===== src/rtl/mul_arbiter_pkg.sv =====
// mul_arbiter_pkg -- shared definitions for the MultiUnit arbiter slice.
//   state_t : arbiter FSM states (IDLE / ISSUE / WAIT)
//   DW      : default operand/result width (IEEE754 single precision)
//   REQ_MUL / REQ_DIV : requester indices used for grant/owner tracking
package mul_arbiter_pkg;

  localparam int unsigned DW = 32;

  localparam logic REQ_MUL = 1'b0;
  localparam logic REQ_DIV = 1'b1;

  typedef enum logic [1:0] {
    IDLE  = 2'd0,
    ISSUE = 2'd1,
    WAIT  = 2'd2
  } state_t;

endpackage


===== src/rtl/mul_arbiter_if.sv =====
// mul_arbiter_if -- connection between the arbiter core and one request slot.
//   trig/data1/data2 : incoming request pulse and operands
//   grant            : arbiter consumes the slot's pending request this cycle
//   pending          : slot holds an unserved request
//   op1/op2          : operands latched by the slot
// master : arbiter side (drives request and grant, reads slot state)
// slave  : slot side
interface mul_arbiter_if #(
  parameter int unsigned DW = 32
);
  logic          trig;
  logic [DW-1:0] data1;
  logic [DW-1:0] data2;
  logic          grant;
  logic          pending;
  logic [DW-1:0] op1;
  logic [DW-1:0] op2;

  modport master (
    output trig, data1, data2, grant,
    input  pending, op1, op2
  );

  modport slave (
    input  trig, data1, data2, grant,
    output pending, op1, op2
  );
endinterface


===== src/rtl/mul_req_slot.sv =====
// mul_req_slot -- pending flag plus operand latch for one requester.
//   i_clk   : clock
//   i_rst_n : synchronous active-low reset (clears flag and operands)
//   s       : slot side of mul_arbiter_if
// A trigger is accepted when nothing is pending, or in the same cycle the
// pending request is granted (the new request replaces the consumed one).
// A trigger while a request is waiting is dropped.
module mul_req_slot (
  input  logic          i_clk,
  input  logic          i_rst_n,
  mul_arbiter_if.slave  s
);

  logic                r_pending;
  logic [$bits(s.op1)-1:0] r_op1;
  logic [$bits(s.op2)-1:0] r_op2;

  always_ff @(posedge i_clk) begin
    if (!i_rst_n) begin
      r_pending <= 1'b0;
      r_op1     <= '0;
      r_op2     <= '0;
    end else if (s.trig && (!r_pending || s.grant)) begin
      r_pending <= 1'b1;
      r_op1     <= s.data1;
      r_op2     <= s.data2;
    end else if (s.grant) begin
      r_pending <= 1'b0;
    end
  end

  assign s.pending = r_pending;
  assign s.op1     = r_op1;
  assign s.op2     = r_op2;

endmodule


===== src/rtl/mul_arbiter.sv =====
// mul_arbiter -- shares one MultiUnit between the Mul path (requester 0) and
// the Div path (requester 1) with round-robin arbitration.
//   sys_clk / sys_rst_n            : clock, synchronous active-low reset
//   req0_* / req1_*                : trig + operands in, product + vld pulse out
//   mul_data1_out/mul_data2_out    : operands to MultiUnit (held until next grant)
//   mul_trig_out                   : one-cycle start pulse (ISSUE state only)
//   mul_result_in/mul_result_vld   : MultiUnit product, accepted only in WAIT
//   busy                           : FSM not idle or a request pending
module mul_arbiter #(
  parameter int unsigned DW = mul_arbiter_pkg::DW
) (
  input  logic          sys_clk,
  input  logic          sys_rst_n,
  input  logic          req0_trig,
  input  logic [DW-1:0] req0_data1_in,
  input  logic [DW-1:0] req0_data2_in,
  output logic [DW-1:0] req0_data_out,
  output logic          req0_vld,
  input  logic          req1_trig,
  input  logic [DW-1:0] req1_data1_in,
  input  logic [DW-1:0] req1_data2_in,
  output logic [DW-1:0] req1_data_out,
  output logic          req1_vld,
  output logic [DW-1:0] mul_data1_out,
  output logic [DW-1:0] mul_data2_out,
  output logic          mul_trig_out,
  input  logic [DW-1:0] mul_result_in,
  input  logic          mul_result_vld,
  output logic          busy
);

  import mul_arbiter_pkg::*;

  mul_arbiter_if #(.DW(DW)) u_slot0_if ();
  mul_arbiter_if #(.DW(DW)) u_slot1_if ();

  state_t        r_state;
  state_t        w_state_nxt;
  logic          r_last_grant;
  logic          r_owner;
  logic [DW-1:0] r_mul_data1;
  logic [DW-1:0] r_mul_data2;
  logic [DW-1:0] r_req0_data;
  logic [DW-1:0] r_req1_data;
  logic          r_req0_vld;
  logic          r_req1_vld;

  logic          w_grant_any;
  logic          w_grant_idx;
  logic          w_capture;

  assign u_slot0_if.trig  = req0_trig;
  assign u_slot0_if.data1 = req0_data1_in;
  assign u_slot0_if.data2 = req0_data2_in;
  assign u_slot0_if.grant = w_grant_any && (w_grant_idx == REQ_MUL);

  assign u_slot1_if.trig  = req1_trig;
  assign u_slot1_if.data1 = req1_data1_in;
  assign u_slot1_if.data2 = req1_data2_in;
  assign u_slot1_if.grant = w_grant_any && (w_grant_idx == REQ_DIV);

  mul_req_slot u_slot0 (
    .i_clk   (sys_clk),
    .i_rst_n (sys_rst_n),
    .s       (u_slot0_if.slave)
  );

  mul_req_slot u_slot1 (
    .i_clk   (sys_clk),
    .i_rst_n (sys_rst_n),
    .s       (u_slot1_if.slave)
  );

  always_comb begin
    w_state_nxt = r_state;
    w_grant_any = 1'b0;
    w_grant_idx = REQ_MUL;
    w_capture   = 1'b0;
    case (r_state)
      IDLE: begin
        // Contention goes to the requester not granted last time.
        if (u_slot0_if.pending && u_slot1_if.pending) begin
          w_grant_idx = ~r_last_grant;
        end else if (u_slot1_if.pending) begin
          w_grant_idx = REQ_DIV;
        end else begin
          w_grant_idx = REQ_MUL;
        end
        if (u_slot0_if.pending || u_slot1_if.pending) begin
          w_grant_any = 1'b1;
          w_state_nxt = ISSUE;
        end
      end
      ISSUE: begin
        w_state_nxt = WAIT;
      end
      WAIT: begin
        if (mul_result_vld) begin
          w_capture   = 1'b1;
          w_state_nxt = IDLE;
        end
      end
      default: begin
        w_state_nxt = IDLE;
      end
    endcase
  end

  always_ff @(posedge sys_clk) begin
    if (!sys_rst_n) begin
      r_state      <= IDLE;
      r_last_grant <= REQ_DIV;
      r_owner      <= REQ_MUL;
      r_mul_data1  <= '0;
      r_mul_data2  <= '0;
      r_req0_data  <= '0;
      r_req1_data  <= '0;
      r_req0_vld   <= 1'b0;
      r_req1_vld   <= 1'b0;
    end else begin
      r_state    <= w_state_nxt;
      r_req0_vld <= w_capture && (r_owner == REQ_MUL);
      r_req1_vld <= w_capture && (r_owner == REQ_DIV);
      if (w_grant_any) begin
        r_last_grant <= w_grant_idx;
        r_owner      <= w_grant_idx;
        r_mul_data1  <= (w_grant_idx == REQ_DIV) ? u_slot1_if.op1 : u_slot0_if.op1;
        r_mul_data2  <= (w_grant_idx == REQ_DIV) ? u_slot1_if.op2 : u_slot0_if.op2;
      end
      if (w_capture) begin
        if (r_owner == REQ_DIV) begin
          r_req1_data <= mul_result_in;
        end else begin
          r_req0_data <= mul_result_in;
        end
      end
    end
  end

  assign mul_trig_out  = (r_state == ISSUE);
  assign mul_data1_out = r_mul_data1;
  assign mul_data2_out = r_mul_data2;
  assign req0_data_out = r_req0_data;
  assign req1_data_out = r_req1_data;
  assign req0_vld      = r_req0_vld;
  assign req1_vld      = r_req1_vld;
  assign busy          = (r_state != IDLE) || u_slot0_if.pending || u_slot1_if.pending;

endmodule


===== config.mk =====
export PLATFORM = sky130hd
export DESIGN_NAME = mul_arbiter
export DESIGN_NICKNAME = d
export VERILOG_FILES = /design/src/rtl/mul_arbiter_pkg.sv /design/src/rtl/mul_arbiter_if.sv /design/src/rtl/mul_req_slot.sv /design/src/rtl/mul_arbiter.sv
export SDC_FILE = /design/constraint.sdc
export NUM_CORES = 1
export LEC_CHECK = 0
export CAP_MARGIN = 20
export CORE_MARGIN = 2
export CORE_UTILIZATION = 40
export DETAILED_ROUTE_END_ITERATION = 8
export GPL_TIMING_DRIVEN = 1
export PLACE_DENSITY = 0.68
export SETUP_SLACK_MARGIN = 0.02
export SLEW_MARGIN = 25
export SYNTH_ARGS = -nofsm -noshare
export SYNTH_HDL_FRONTEND = slang
export SYNTH_SLANG_ARGS = --single-unit

===== constraint.sdc =====
create_clock -name sys_clk -period 3.8 [get_ports sys_clk]
set_input_delay 0.57 -clock sys_clk [delete_from_list [all_inputs] [get_ports sys_clk]]
set_output_delay 0.57 -clock sys_clk [all_outputs]
set_load 0.01 [all_outputs]

==> impl_metrics.csv <==
group,metric,value,unit
status,run_status,"finished clean",
route,dr.pass1.iters,6,
sta,final.setup_skew,13.21,ps
yosys,synth_top_family_by_area,"simple AND/OR/NAND/NOR gates",
yosys,syn_nets,1299,
clocking,tritoncts,"done",
worst_setup_path,worst_setup_path_end_kind,"output port",
global_route,first_global_vias,8371,
clocking,post_cts_setup_buffers,0,
place,portBuffers,296,
cells_and_area,net_count_reported_at_finish,1543,
sta,rsz_0062_raised_after_global_routing,"false",
worst_setup_path,crit_buf_inv,1,
sta,fin_crit,2396,ps
route,ant_nets,0,
clocking,clock_sinks,264,
die,floorplan.die.width,160.1,µm
worst_setup_path,timing.setup.critical_path_class,"reg2out",
yosys,synth.yosys.seq_area_share,0.5426,
route,route.vias.total,8750,
global_route,grt_overflow,0,
cells_and_area,layout.cells.most_common_list,"357 x nand2_1, 295 x clkdlybuf4s50_1, 264 x dfxtp_1, 97 x a21oi_1",
yosys,post_synth_fa_ha_maj_area_fraction,0,
route,drc,0,
worst_hold_path,holdCritPathClass,"reg2reg",
sta,fmax,417.4,MHz
flow_run,maxCapViolCount,0,
die,design.die.area,25620,µm²
place,place_hpwl,18220,µm
worst_setup_path,cp-start-kind,"register",
clocking,cts_max_path_buffers,3,
worst_setup_path,required,3230,ps
worst_setup_path,largest_driver_fanout_on_the_critical_path,8,
sta,finalSetupViolCount,0,
sta,report.final.slew_viol_count,0,
clocking,number_of_buffers_created_by_cts,27,
route,detail_route.wl_per_cell,16.42,µm
yosys,synth.area.mux_share,0.06577,
yosys,synth-compound-area-share,0.1436,
route,dr.first_iter.drc_count,769,
power,finalPower,6.467,mW
power,power_leakage,5.000,nW
power,p_seq_frac,0.462,
yosys,simple_logic_cell_fraction_of_the_synthesized_area,0.1947,
power,power.share.clock,0.422,
place,gpl.final_weighted_congestion,0.8122,
clocking,cts_root_buffer,"clkbuf_16",
clocking,h-tree-depth,1,
power,switching_share,0.2372,
sta,relSlewSlack,0.4128,
yosys,ys_types,31,
global_route,initial_antenna_violation_count,1,
yosys,netlist_area,9741,µm²
power,vdd.ir_drop.worst,0.2590,mV
route,totalWireLength,28240,µm
clocking,post_cts.resized_instances,0,
die,rows,57,
power,internal-power,4.933,mW
power,power_switching,1.534,mW
worst_setup_path,critPathSlowestCell,"clkdlybuf4s50_1",
yosys,postSynthRegisterBits,264,
cells_and_area,post-route-util,0.5686,
global_route,overall_routing_resource_usage,0.2105,
yosys,yosys_warnings,0,
yosys,synth_xor_xnor_area_share,0,
worst_setup_path,critical_path_arrival,1830,ps
yosys,netlist_instances,1134,
die,floorplan.core_area,24110,µm²
global_route,grt_max_degree,193,
worst_setup_path,timing.critical_path.cells,"nor2_1, nand2_1, clkdlybuf4s50_1",
clocking,insertion_delay,530,ps
clocking,cts_hold_buf,0,
clocking,cts.clk_slew.worst_paths,60,ps
cells_and_area,commonest_non_fill_non_tap_cell_in_the_layout,"nand2_1",
yosys,syn-mean-instance-area,8.590,µm²
sta,worstMarginPinSlew,880.8,ps
die,io_pins,297,
die,initial_utilization,0.4041,
worst_setup_path,crit_path_max_incr_delay,590,ps
route,detail_route.vias_per_cell,5.087,
global_route,first_pass_grt_wire_length,44230,µm
sta,setup_tns,0,ps
power,powerDensity,471.9,nW/µm²
cells_and_area,area.growth.synth_to_final,40.71,%
power,power.combinational.fraction,0.115,
cells_and_area,post_route_cells_drive_above_1_share,0.05093,
sta,final.period_utilization,0.6305,
worst_setup_path,cell_family_contributing_the_most_delay_on_the_critical_path,"buffers and inverters",
die,floorplan.die.height,160.1,µm
sta,finalHoldViolCount,0,
==> per-layer routing <==
metal  vias to the layer above  global-route usage  part of all wire
met2                       331              0.3520              0.46
met3                        31             0.06286             0.095
met5                         -                   0                 0
li1                       4337                   -                 -
met4                         0             0.04300             0.015
met1                      4051              0.2708              0.43
==> stage by stage <==
stage | instances | cell area [µm²] | setup slack, ps | hold slack [ps]
after global routing | 1718 | 13700 | 1281 | 462.1
after global placement | 1673 | 12790 | 1567 | 436.4
final | 1720 | 13710 | 1404 | 447.6
after detailed placement | 1673 | 12790 | 1498 | 441.7
after CTS | 1718 | 13700 | 1354 | 451.0
after floorplan | 1134 | 9741 | 2250 | 427.9
==> cell families (layout without fill, tap and decap cells) <==
logic type / after synthesis / in the layout
other: 0 / 2
DFF: 264 / 264
AOI/OAI and AO/OA: 229 / 229
buffers and inverters: 101 / 361
muxes: 64 / 64
and+or+nand+nor: 476 / 476
==> tightest hold or removal path: stages (launching register included) <==
cell and delay [ps]:
dfxtp_1 310, nand2_1 50, o21ai_1 50
==> power groups by stage <==
stage | combinational (mW) | clock [mW] | sequential (mW)
after global placement | 0.741 | 0 | 3.05
after detailed placement | 0.751 | 0 | 3.05
after floorplan | 0.375 | 0 | 3.05
after global routing | 0.814 | 2.90 | 3.00
final | 0.747 | 2.73 | 2.99
after CTS | 0.754 | 2.79 | 2.99
==> final timing paths <==
path,start,to,slack [ps],cells past startpoint
setup / recovery,u_slot0.s.pending$_SDFFE_PN0P_,busy,1400,3
hold / removal,u_slot1.s.op2[17]$_SDFFE_PN0P_,u_slot1.s.op2[17]$_SDFFE_PN0P_,450,2
setup reg to reg,r_state[1]$_SDFFE_PN0P_,mul_data1_out[21]$_SDFFE_PN0N_,1590,5
hold reg to reg,u_slot1.s.op2[17]$_SDFFE_PN0P_,u_slot1.s.op2[17]$_SDFFE_PN0P_,450,2
==> cell usage after synthesis <==
cell type  instances  area share
buf_2             29       0.015
o21ai_1           17      0.0087
nand4_1            2      0.0013
and3_1             2      0.0013
inv_1              1     0.00038
nor2b_1            1     0.00064
clkbuf_1          50       0.019
buf_8              1      0.0015
nor2_1            44       0.017
nor2_2             1     0.00064
buf_1              1     0.00038
a222oi_1          33       0.034
a22oi_1           29       0.022
nand3_1           64       0.033
a21oi_1           97       0.050
a21boi_1           1     0.00077
nand2_1          357        0.14
inv_2              1     0.00038
o21ai_0           48       0.025
a21boi_2           1      0.0012
nor3b_1            1     0.00077
nand2b_1           2      0.0013
mux2i_1           64       0.066
dfxtp_1          264        0.54
clkbuf_2           5      0.0026
buf_6             10       0.012
a211o_1            1     0.00090
nand3b_1           1     0.00077
a31oi_1            2      0.0013
buf_4              3      0.0023
or2_2              1     0.00064
==> sequential cells by signal, summed over array words and instances (netlist names), 2 cells and up <==
| signal | cells |
|---|---|
| mul_data1_out | 32 |
| mul_data2_out | 32 |
| req0_data_out | 32 |
| req1_data_out | 32 |
| u_slot0.s.op1 | 32 |
| u_slot0.s.op2 | 32 |
| u_slot1.s.op1 | 32 |
| u_slot1.s.op2 | 32 |
| r_state | 2 |
==> area by class of cell <==
cell class	instances	area, µm²
fill	2199	10400
sequential	264	5285
multi-input combinational	769	3974
timing repair buffer	314	3114
clock buffer	35	755.7
tap	324	405.4
clock inverter	10	156.4
inverter	2	10.01
antenna	2	5.005
Power figures use the tool's default switching activity.
